$ cat config.mk
export PLATFORM = sky130hd
export DESIGN_NAME = sdram_frame_reader_flat
export DESIGN_NICKNAME = d
export VERILOG_FILES = /design/src/rtl/sdram_pkg.sv /design/src/rtl/sdram_frame_reader_if.sv /design/src/rtl/sdram_frame_reader_fifo.sv /design/src/rtl/sdram_frame_reader.sv /design/src/flat_wrapper.sv
export SDC_FILE = /design/constraint.sdc
export NUM_CORES = 1
export LEC_CHECK = 0
export BUFFER_PORTS_ARGS = -buffer_cell sky130_fd_sc_hd__buf_2
export CORE_UTILIZATION = 60
export CTS_CLUSTER_SIZE = 20
export DETAILED_ROUTE_END_ITERATION = 16
export PLACE_DENSITY = 0.76
export RECOVER_POWER = 50
export SYNTH_ARGS = -nofsm -noshare
export SYNTH_HDL_FRONTEND = slang
export SYNTH_SLANG_ARGS = --single-unit
$ cat constraint.sdc
create_clock -name clk -period 6.7 [get_ports clk]
set_clock_uncertainty 0.05 [all_clocks]
set_input_delay 0.335 -clock clk [delete_from_list [all_inputs] [get_ports clk]]
set_output_delay 0.335 -clock clk [all_outputs]
set_load 0.01 [all_outputs]
$ cat src/rtl/sdram_pkg.sv
// Shared SDRAM-side types and widths for the frame reader and its helpers.
package sdram_pkg;

  localparam int SDRAM_ADDR_W = 25;
  localparam int SDRAM_DATA_W = 16;

  typedef enum logic [1:0] {
    IDLE  = 2'd0,
    FETCH = 2'd1,
    DRAIN = 2'd2
  } fr_state_t;

  // Width able to hold any value 0..depth for a power-of-two depth.
  function automatic int credit_w(input int depth);
    return $clog2(depth) + 1;
  endfunction

endpackage

$ cat src/rtl/sdram_frame_reader_if.sv
// Bus bundle for sdram_frame_reader: frame control, arbiter command, read return
// and pixel output. The master modport is the reader's view.
interface sdram_frame_reader_if;
  import sdram_pkg::*;

  logic                    start_frame;
  logic [SDRAM_ADDR_W-1:0] frame_offset;
  logic                    cmd_valid;
  logic                    cmd_ready;
  logic [SDRAM_ADDR_W-1:0] cmd_addr;
  logic                    urgent;
  logic                    rd_valid;
  logic [SDRAM_ADDR_W-1:0] rd_addr;
  logic [SDRAM_DATA_W-1:0] rd_data;
  logic                    out_valid;
  logic                    out_ready;
  logic [SDRAM_DATA_W-1:0] out_data;
  logic                    out_last;
  logic                    busy;
  logic                    err;

  modport master (
    input  start_frame, frame_offset, cmd_ready, rd_valid, rd_addr, rd_data, out_ready,
    output cmd_valid, cmd_addr, urgent, out_valid, out_data, out_last, busy, err
  );

  modport slave (
    output start_frame, frame_offset, cmd_ready, rd_valid, rd_addr, rd_data, out_ready,
    input  cmd_valid, cmd_addr, urgent, out_valid, out_data, out_last, busy, err
  );

endinterface

$ cat src/rtl/sdram_frame_reader_fifo.sv
// First-word-fall-through synchronous FIFO with occupancy output; DEPTH must be
// a power of two so the pointers wrap naturally.
module sync_fifo #(
  parameter int WIDTH = 16,
  parameter int DEPTH = 64
) (
  input  logic                     clk,
  input  logic                     rst,
  input  logic                     wr_en,
  input  logic [WIDTH-1:0]         wr_data,
  input  logic                     rd_en,
  output logic [WIDTH-1:0]         rd_data,
  output logic                     valid,
  output logic [$clog2(DEPTH):0]   count
);

  localparam int PTR_W = $clog2(DEPTH);
  localparam logic [PTR_W:0] FULL_C = (PTR_W + 1)'(DEPTH);

  logic [WIDTH-1:0] mem_q [DEPTH];
  logic [PTR_W-1:0] wr_ptr_q;
  logic [PTR_W-1:0] rd_ptr_q;
  logic [PTR_W:0]   count_q;
  logic             do_wr;
  logic             do_rd;

  assign do_wr = wr_en && (count_q != FULL_C);
  assign do_rd = rd_en && (count_q != '0);

  always_ff @(posedge clk) begin
    if (rst) begin
      wr_ptr_q <= '0;
      rd_ptr_q <= '0;
      count_q  <= '0;
    end else begin
      if (do_wr) wr_ptr_q <= wr_ptr_q + 1'b1;
      if (do_rd) rd_ptr_q <= rd_ptr_q + 1'b1;
      count_q <= count_q + {{PTR_W{1'b0}}, do_wr} - {{PTR_W{1'b0}}, do_rd};
    end
  end

  always_ff @(posedge clk) begin
    if (do_wr) mem_q[wr_ptr_q] <= wr_data;
  end

  // Head word is shown directly; forced to zero while empty so out_data idles at 0.
  assign valid   = (count_q != '0);
  assign rd_data = valid ? mem_q[rd_ptr_q] : '0;
  assign count   = count_q;

endmodule

$ cat src/rtl/sdram_frame_reader.sv
// Credit-controlled SDRAM frame read feeder: issues sequential reads, buffers
// in-order returns and streams pixels. Optional macro SDRAM_FRAME_READER_ADDR_CHECK_EN.
module sdram_frame_reader
  import sdram_pkg::*;
#(
  parameter int FRAME_WORDS = 307200,
  parameter int BUF_DEPTH   = 64,
  parameter int LOW_WATER   = 16
) (
  input  logic                 clk,
  input  logic                 rst,
  sdram_frame_reader_if.master bus
);

  localparam int FW_W = $clog2(FRAME_WORDS + 1);
  localparam int CR_W = credit_w(BUF_DEPTH);
  localparam logic [FW_W-1:0] LAST_WORD = FW_W'(FRAME_WORDS - 1);
  localparam logic [CR_W-1:0] DEPTH_C   = CR_W'(BUF_DEPTH);
  localparam logic [CR_W-1:0] LOW_C     = CR_W'(LOW_WATER);

  fr_state_t               state_q;
  logic [FW_W-1:0]         issued_q, returned_q, popped_q;
  logic [FW_W-1:0]         issued_d, returned_d, popped_d;
  logic [SDRAM_ADDR_W-1:0] offset_q, offset_d, cmd_addr_q;
  logic                    cmd_valid_q, urgent_q, busy_q, err_q;
  logic [CR_W-1:0]         inflight, inflight_d, buffered_d, credit_d, fifo_count;
  logic                    start_acc, issue, push, pop, spurious, addr_bad;
  logic                    fifo_valid;
  logic [SDRAM_DATA_W-1:0] fifo_data;

  assign inflight = CR_W'(issued_q - returned_q);

  always_comb begin
    start_acc  = (state_q == IDLE) && bus.start_frame;
    issue      = cmd_valid_q && bus.cmd_ready;
    push       = bus.rd_valid && (inflight != '0);
    spurious   = bus.rd_valid && (inflight == '0);
    pop        = fifo_valid && bus.out_ready;
    issued_d   = start_acc ? '0 : issued_q   + FW_W'(issue);
    returned_d = start_acc ? '0 : returned_q + FW_W'(push);
    popped_d   = start_acc ? '0 : popped_q   + FW_W'(pop);
    offset_d   = start_acc ? bus.frame_offset : offset_q;
    // Registered request flags are derived from next-cycle counts so they equal
    // the credit rule evaluated on the counters they are presented alongside.
    inflight_d = CR_W'(issued_d - returned_d);
    buffered_d = fifo_count + CR_W'(push) - CR_W'(pop);
    credit_d   = inflight_d + buffered_d;
  end

`ifdef SDRAM_FRAME_READER_ADDR_CHECK_EN
  logic [SDRAM_ADDR_W-1:0] exp_addr;
  assign exp_addr = offset_q + SDRAM_ADDR_W'(returned_q);
  assign addr_bad = push && (bus.rd_addr != exp_addr);
`else
  logic unused_rd_addr;
  assign unused_rd_addr = ^bus.rd_addr;
  assign addr_bad       = 1'b0;
`endif

  sync_fifo #(
    .WIDTH (SDRAM_DATA_W),
    .DEPTH (BUF_DEPTH)
  ) u_fifo (
    .clk     (clk),
    .rst     (rst),
    .wr_en   (push),
    .wr_data (bus.rd_data),
    .rd_en   (pop),
    .rd_data (fifo_data),
    .valid   (fifo_valid),
    .count   (fifo_count)
  );

  always_ff @(posedge clk) begin
    if (rst) begin
      state_q     <= IDLE;
      issued_q    <= '0;
      returned_q  <= '0;
      popped_q    <= '0;
      offset_q    <= '0;
      cmd_addr_q  <= '0;
      cmd_valid_q <= 1'b0;
      urgent_q    <= 1'b0;
      busy_q      <= 1'b0;
      err_q       <= 1'b0;
    end else begin
      issued_q    <= issued_d;
      returned_q  <= returned_d;
      popped_q    <= popped_d;
      offset_q    <= offset_d;
      cmd_addr_q  <= offset_d + SDRAM_ADDR_W'(issued_d);
      cmd_valid_q <= 1'b0;
      urgent_q    <= 1'b0;
      if (spurious || addr_bad) err_q <= 1'b1;
      case (state_q)
        IDLE: begin
          if (start_acc) begin
            state_q     <= FETCH;
            busy_q      <= 1'b1;
            cmd_valid_q <= (credit_d < DEPTH_C);
            urgent_q    <= (credit_d < LOW_C);
          end
        end
        FETCH: begin
          if (issue && (issued_q == LAST_WORD)) begin
            state_q <= DRAIN;
          end else begin
            cmd_valid_q <= (credit_d < DEPTH_C);
            urgent_q    <= (credit_d < LOW_C);
          end
        end
        DRAIN: begin
          if (pop && (popped_q == LAST_WORD)) begin
            state_q <= IDLE;
            busy_q  <= 1'b0;
          end
        end
        default: state_q <= IDLE;
      endcase
    end
  end

  assign bus.cmd_valid = cmd_valid_q;
  assign bus.cmd_addr  = cmd_addr_q;
  assign bus.urgent    = urgent_q;
  assign bus.busy      = busy_q;
  assign bus.err       = err_q;
  assign bus.out_valid = fifo_valid;
  assign bus.out_data  = fifo_data;
  assign bus.out_last  = fifo_valid && (popped_q == LAST_WORD);

endmodule

$ cat src/flat_wrapper.sv
// flat-port wrapper written by rule: the top's interface ports become plain ports
module sdram_frame_reader_flat import sdram_pkg::*;
#(
  parameter int FRAME_WORDS = 307200,
  parameter int BUF_DEPTH   = 64,
  parameter int LOW_WATER   = 16
)
  (clk, rst, bus_start_frame, bus_frame_offset, bus_cmd_ready, bus_rd_valid, bus_rd_addr, bus_rd_data, bus_out_ready, bus_cmd_valid, bus_cmd_addr, bus_urgent, bus_out_valid, bus_out_data, bus_out_last, bus_busy, bus_err);
  sdram_frame_reader_if bus_i ();
  input  logic clk;
  input  logic rst;
  input wire logic [$bits(bus_i.start_frame)-1:0] bus_start_frame;
  input wire logic [$bits(bus_i.frame_offset)-1:0] bus_frame_offset;
  input wire logic [$bits(bus_i.cmd_ready)-1:0] bus_cmd_ready;
  input wire logic [$bits(bus_i.rd_valid)-1:0] bus_rd_valid;
  input wire logic [$bits(bus_i.rd_addr)-1:0] bus_rd_addr;
  input wire logic [$bits(bus_i.rd_data)-1:0] bus_rd_data;
  input wire logic [$bits(bus_i.out_ready)-1:0] bus_out_ready;
  output wire logic [$bits(bus_i.cmd_valid)-1:0] bus_cmd_valid;
  output wire logic [$bits(bus_i.cmd_addr)-1:0] bus_cmd_addr;
  output wire logic [$bits(bus_i.urgent)-1:0] bus_urgent;
  output wire logic [$bits(bus_i.out_valid)-1:0] bus_out_valid;
  output wire logic [$bits(bus_i.out_data)-1:0] bus_out_data;
  output wire logic [$bits(bus_i.out_last)-1:0] bus_out_last;
  output wire logic [$bits(bus_i.busy)-1:0] bus_busy;
  output wire logic [$bits(bus_i.err)-1:0] bus_err;
  assign bus_i.start_frame = bus_start_frame;
  assign bus_i.frame_offset = bus_frame_offset;
  assign bus_i.cmd_ready = bus_cmd_ready;
  assign bus_i.rd_valid = bus_rd_valid;
  assign bus_i.rd_addr = bus_rd_addr;
  assign bus_i.rd_data = bus_rd_data;
  assign bus_i.out_ready = bus_out_ready;
  assign bus_cmd_valid = bus_i.cmd_valid;
  assign bus_cmd_addr = bus_i.cmd_addr;
  assign bus_urgent = bus_i.urgent;
  assign bus_out_valid = bus_i.out_valid;
  assign bus_out_data = bus_i.out_data;
  assign bus_out_last = bus_i.out_last;
  assign bus_busy = bus_i.busy;
  assign bus_err = bus_i.err;
  sdram_frame_reader #(.FRAME_WORDS(FRAME_WORDS), .BUF_DEPTH(BUF_DEPTH), .LOW_WATER(LOW_WATER)) u_core (.clk(clk), .rst(rst), .bus(bus_i));
endmodule
# After elaboration in Yosys (flattened, before gate mapping)
# Memories as Yosys holds them, arrays and structs flattened. A register that Yosys moved wholly into a read port is not among the register bits.
# Cells that the tools add are included.
# totals
mem_bits_rw	1024
n_memories	1
output_inout_bits	47
register_bits	132
word_cells	76
# mem_list
memory	words	word_bits	rd	rd_clocked_by_memory_dff	wr	line_no	source
u_core.u_fifo.mem_q	64	16	1	1	1	sdram_frame_reader_fifo.sv:20	logic [WIDTH-1:0] mem_q [DEPTH];
# op_classes
n_reduce_logical	18
muxes	21
eq_ne	8
add_sub_neg	13
n_lt_le_gt_ge	2
# op_table
operator	n
$add 19x1->19	3
$eq 19x19->1 const B	2
$mux 19	2
$add 25x19->25	1
$mux 25	1
$mux 16	1
$add 7x1->7	2
$reduce_bool 7->1	2
$sub 7x1->7	2
$sub 7x7->7	2
$add 6x1->6 const B	2
$mux 6	2
$logic_and 1x1->1	10
$mux 1	8
$add 7x7->7	1
$logic_not 7->1	1
$lt 7x5->1 const B	1
$lt 7x7->1 const B	1
$ne 7x7->1 const B	1
$mux 2	3
$ne 2x1->1 const B	3
$pmux 1 s2	3
$pmux 2 s3	1
$reduce_and 3->1	2
5 further kinds	5

# Longest topological paths before layout
# depth
ltp_word	10
depth_mapped	23
ltp_nobuf	23

# Hierarchy
# A second synthesis with hierarchy kept.
# hier_totals
hier_cells	2505
area_unflattened_um2	46081.7
# modules_own_cells
module	seq_area_each_um2	area_each_um2	cells_per_inst	n_inst
sync_fifo	31250.0	40465.1	1835	1
sdram_frame_reader	2021.9	5616.6	670	1

# Worst setup path before layout
# OpenSTA, ideal clock, no wires.
# synth_timing
kind	reg2reg
startpoint	reg u_core.returned_q[5]
endpoint	reg u_core.urgent_q, in the netlist u_core.bus.urgent
path_slack_ns	1.834
path_stages_with_launch	23
arrival_time_ns	4.759
period_less_slack_ns	4.866
required_ns	6.592
cell_sequence	dfxtp_1 inv_1 ha_1 nor2b_1 or3_1 a211oi_1 o2111ai_2 nand2_1 inv_1 ha_1 nand2_1 fa_1 inv_1 fa_1 inv_1 ha_1 nand4_1 o211ai_1 a21o_1 a31o_1 or3b_1 mux2i_1 o21a_1
# synth_between
elab_chain_cells	10
elab_cells_between_ends	13
cone_classes	add/sub: 6; order compare: 1; mux: 4; reduce/logical: 2
# synth_lines
item	line_no	source
start: declaration	sdram_frame_reader.sv:22	logic [FW_W-1:0] issued_q, returned_q, popped_q;
start signal: assignment	sdram_frame_reader.sv:88	returned_q <= returned_d;
$sub 7x7->7	sdram_frame_reader.sv:31	assign inflight = CR_W'(issued_q - returned_q);
$reduce_bool 7->1	sdram_frame_reader.sv:36	push = bus.rd_valid && (inflight != '0);
$logic_and 1x1->1	sdram_frame_reader.sv:36	
$add 19x1->19	sdram_frame_reader.sv:40	returned_d = start_acc ? '0 : returned_q + FW_W'(push);
$mux 19	sdram_frame_reader.sv:40	
$sub 7x7->7	sdram_frame_reader.sv:45	inflight_d = CR_W'(issued_d - returned_d);
$add 7x7->7 *	sdram_frame_reader.sv:47	credit_d = inflight_d + buffered_d;
$lt 7x5->1 *	sdram_frame_reader.sv:101, sdram_frame_reader.sv:109	
$mux 1 (on tied branches)	sdram_frame_reader.sv:105, sdram_frame_reader.sv:97	
$pmux 1 s2 *	sdram_frame_reader.sv:95	case (state_q)
end signal: assignment	sdram_frame_reader.sv:101	urgent_q <= (credit_d < LOW_C);
end signal: assignment	sdram_frame_reader.sv:109	urgent_q <= (credit_d < LOW_C);
end: declaration	sdram_frame_reader.sv:25	logic cmd_valid_q, urgent_q, busy_q, err_q;
# Mark *: on every way between the ends. The rest lies on a longest branch, timed or not.
# A chain may end at the register's enable or synchronous reset.

# Worst setup path in the final report
# layout_timing
startpoint	reg u_core.returned_q[5]
endpoint	reg u_core.urgent_q, in the netlist u_core.bus.urgent
# layout_between
elab_chain_cells	10
elab_cells_between_ends	13
cone_classes	add/sub: 6; order compare: 1; mux: 4; reduce/logical: 2
# layout_lines
item	line_no	source
$sub 7x7->7 *	sdram_frame_reader.sv:31	
$reduce_bool 7->1 *	sdram_frame_reader.sv:36	
$logic_and 1x1->1 *	sdram_frame_reader.sv:36	
$add 19x1->19 *	sdram_frame_reader.sv:40	
$mux 19 *	sdram_frame_reader.sv:40	
via u_core.returned_d[2]	sdram_frame_reader.sv:23	logic [FW_W-1:0] issued_d, returned_d, popped_d;
$sub 7x7->7 *	sdram_frame_reader.sv:45	
$add 7x7->7 *	sdram_frame_reader.sv:47	
$lt 7x5->1 *	sdram_frame_reader.sv:101, sdram_frame_reader.sv:109	
$mux 1 (on tied branches)	sdram_frame_reader.sv:105, sdram_frame_reader.sv:97	
$pmux 1 s2 *	sdram_frame_reader.sv:95	
# Mark *: on every way through the listed nets, which the timed path passes. The rest lies on a longest branch.

==> results.py <==
metrics = {
    "sta": {
        "max-slew-margin-rel_pct": -113,
        "finalMaxSlewViolations": 1083,
        "worst_pin_slew_ps": 3200,
        "setup_tns_ps": 0,
        "final-setup-viol-count": 0,
        "hold_viol": 0,
        "whs_ps": 29.9,
        "fin_crit_ps": 5490,
        "rsz0062_at_grt": "no",
        "max_freq_ghz": 0.182,
        "finalCritPeriodShare_pct": 81.9,
    },
    "place": {
        "globalplace.congestion": 0.842,
        "hpwl_um": 56000,
        "place.port_buffers": 93,
    },
    "final_layout": {
        "nNetsFinal": 2697,
        "fill_cells": 4605,
        "drive_above_1_share_pct": 23.3,
        "final_common_cell": "edfxtp_1",
        "multi_input_area_sq_um": 11900,
        "register_area_sq_um": 33300,
        "final_cell_mix": "edfxtp_1, mux4_2, nor2_1",
        "syn_to_final_growth_pct": 11.9,
    },
    "logic_synthesis": {
        "muxShareOfSynthArea_pct": 16.0,
        "yosys_warnings": 0,
        "synth_edf_count": 1024,
        "synthArstFlopShare_pct": 0,
        "synth-seq-area-share_pct": 72.7,
        "synth_top_flop_cell": "edfxtp_1",
        "syn-num-nets": 2514,
        "synthAdderAreaFrac_pct": 1.83,
        "synth-xor-area-share_pct": 1.15,
        "synth_compound_area_share_pct": 1.95,
        "synth_top_family_by_area": "multiplexers",
        "postSynthAreaPerCell_sq_um": 19.2,
        "ys_types": 59,
        "syn_inst": 2380,
        "ys_ff_latch": 1150,
        "synth-simple-area-share_pct": 4.96,
        "syn-cell-area_sq_um": 45800,
    },
    "worst_setup_path": {
        "required_ps": 7270,
        "cp-end-kind": "register",
        "worstSetupPathType": "reg2reg",
        "start_kind": "register",
        "cp.arrival_ps": 6050,
        "crit_fanout": 7,
    },
    "clocking": {
        "clk_pin_slew_ps": 60,
        "clock_latency_ps": 680,
        "cts_max_level": 3,
        "cts_resized": 0,
        "cts_tree": "done",
        "clockBufferDepth": 3,
        "cts_sinks": 1150,
        "cts_made_buffers": 111,
        "cts-root-buf": "clkbuf_16",
    },
    "outcome": {
        "status": "complete, but fails checks",
        "violations": "capacitance limit, slew limit",
    },
    "die": {
        "initial_utilization_pct": 61.1,
        "io_pins": 119,
        "coreArea_sq_um": 74900,
        "dieArea_sq_um": 77400,
        "die_w_um": 278,
        "core.rowCount": 100,
        "die_h_um": 278,
    },
    "worst_hold_path": {
        "min_path_type": "in2reg",
    },
    "detailed_routing": {
        "dr.pass1.iters": 8,
        "antenna_left": 0,
        "viasPerCell": 6.49,
        "wirelength_um": 104000,
        "vias": 23541,
        "routedWlPerCell_um": 28.8,
        "drt-initial-drc-count": 2612,
        "remaining_drc_errors": 0,
    },
    "global_routing": {
        "busiest_layer": "met2",
        "met3_usage_pct": 4.50,
        "grt_pass1_wl_um": 155000,
        "met2_usage_pct": 45.6,
        "grtUsageMet1_pct": 38.3,
        "antenna_found_initial": 2,
        "grt_overflow_total": 0,
        "grt_max_degree": 93,
        "grtUsageTotal_pct": 27.6,
        "grt_pass1_vias": 24296,
    },
    "flow_run": {
        "max_cap_viol_count": 18,
    },
    "power": {
        "p_int_uw": 12500,
        "peakVddDrop_uv": 236,
        "pwr-share-clk_pct": 35.9,
        "power_leakage_uw": 0.0164,
        "power_switching_uw": 4090,
        "p_total_uw": 16600,
        "swShare_pct": 24.6,
        "power.share.combinational_pct": 15.8,
        "power_density_nw_per_um2": 325,
        "seqPwrFrac_pct": 48.3,
    },
}
## state kept, by name, summed over array words and instances, names as in the netlist, named ones only
signal and count:
u_core.u_fifo.rd_ptr_q 6, u_core.bus.cmd_addr 25, u_core.offset_q 25, u_core.state_q 2, u_core.bus.err 1, u_core.bus.urgent 1, u_core.issued_q 19, u_core.bus.busy 1
u_core.returned_q 7, u_core.popped_q 19, u_core.u_fifo.count 7, u_core.u_fifo.mem_q 1024, u_core.bus.cmd_valid 1, u_core.u_fifo.wr_ptr_q 6
## Yosys cell counts, types with 4 or more instances
library cell  instances  area share (%)
o21a_1               10            0.16
o31a_1                4           0.077
or3_1                11            0.15
nand2_1             116            0.95
nor2_1              161             1.3
xor2_1               37            0.71
and2_1                8            0.11
o21bai_1              4           0.066
nor3_1               36            0.39
a211oi_1              6           0.098
nand4_1              12            0.16
mux4_2              320              16
buf_2                35            0.38
a21o_1                8            0.13
and3_1                8            0.11
edfxtp_1           1024              67
clkbuf_1             57            0.47
o21ai_0              30            0.33
xnor2_1              23            0.44
nand2b_1              9            0.12
nor4_1                4           0.055
nand3b_1              6           0.098
o211ai_1              4           0.066
mux2i_1              13            0.28
nor2b_1              45            0.61
or4_1                 7            0.11
a22oi_1              12            0.20
nand3_1              29            0.32
or2_2                 7           0.096
inv_1                45            0.37
ha_1                 54             1.5
a21oi_1              51            0.56
dfxtp_1             126             5.5
buf_1                16            0.13
fa_1                  8            0.35
## kinds of logic (layout without fill, tap and decap cells)
kind of cell / after synthesis / in the layout
AO/OA/AOI/OAI: 143 / 143
XOR/XNOR: 60 / 60
adder cells (fa/ha/maj): 62 / 62
buffers and inverters: 157 / 433
flip-flops: 1150 / 1150
multiplexers: 333 / 333
other: 0 / 1
AND/OR/NAND/NOR: 475 / 475
## routing by layer
layer / share of wire, % / wire, um / vias up
met5: 0 / 0 / -
met4: 2.8 / 2880 / 0
met3: 9.0 / 9420 / 176
met2: 50 / 52100 / 1289
met1: 38 / 40000 / 12173
li1: - / - / 9903
## critical path, stage by stage (launching register included)
cell and delay, ps:
dfxtp_1 370, inv_1 60, ha_1 350, nor2b_1 160, or3_1 310, a211oi_1 290, o2111ai_2 400, nand2_1 240
inv_1 80, ha_1 190, ha_1 230, xnor2_1 210, nor2_1 70, ha_1 350, ha_1 280, inv_1 40
ha_1 310, a21oi_1 140, o211ai_1 110, a21o_1 300, a31o_1 240, or3b_1 350, mux2i_1 170, o21a_1 140
## through the flow
stage	setup slack [ps]	utilization (%)	area [sq um]	std cells
after floorplan	1830	-	45800	2380
after global placement	1450	63.5	47600	3398
after detailed placement	1330	63.5	47600	3398
after CTS	1270	68.4	51300	3625
after global routing	735	68.3	51200	3626
final	1210	68.3	51200	3626
## power by group through the flow
| stage | clock network [uW] | logic, uW | registers, uW |
|---|---|---|---|
| floorplan | 0 | 1930 | 8080 |
| global placement | 0 | 2520 | 8170 |
| detailed placement | 0 | 2600 | 8170 |
| CTS | 6030 | 2640 | 8020 |
| global route | 6280 | 2820 | 8040 |
| finish | 5970 | 2620 | 8030 |
## layout make-up
cell class,count,share of cell area [%]
sequential,1150,65.0
multi-input combinational,1073,23.2
clock buffer,138,5.66
tap,969,2.37
timing repair buffer,181,2.34
clock inverter,68,1.08
inverter,46,0.337
antenna,1,0.00489
## final timing paths
path / endpoint / cells past startpoint / start / slack, ps
worst max-delay path: u_core.bus.urgent / 23 / u_core.returned_q[5] / 1210
worst min-delay path: u_core.offset_q[6] / 4 / bus_frame_offset[6] / 30
worst max register to register: u_core.bus.urgent / 23 / u_core.returned_q[5] / 1210
worst min register to register: u_core.bus.err / 1 / u_core.bus.err / 430
## timing repair
action                    4_1_cts  5_1_grt
hold endpoints to repair       21        0
buffers inserted                0        0
hold buffers                   21        0
No activity file was read; power rests on OpenSTA's default activity.
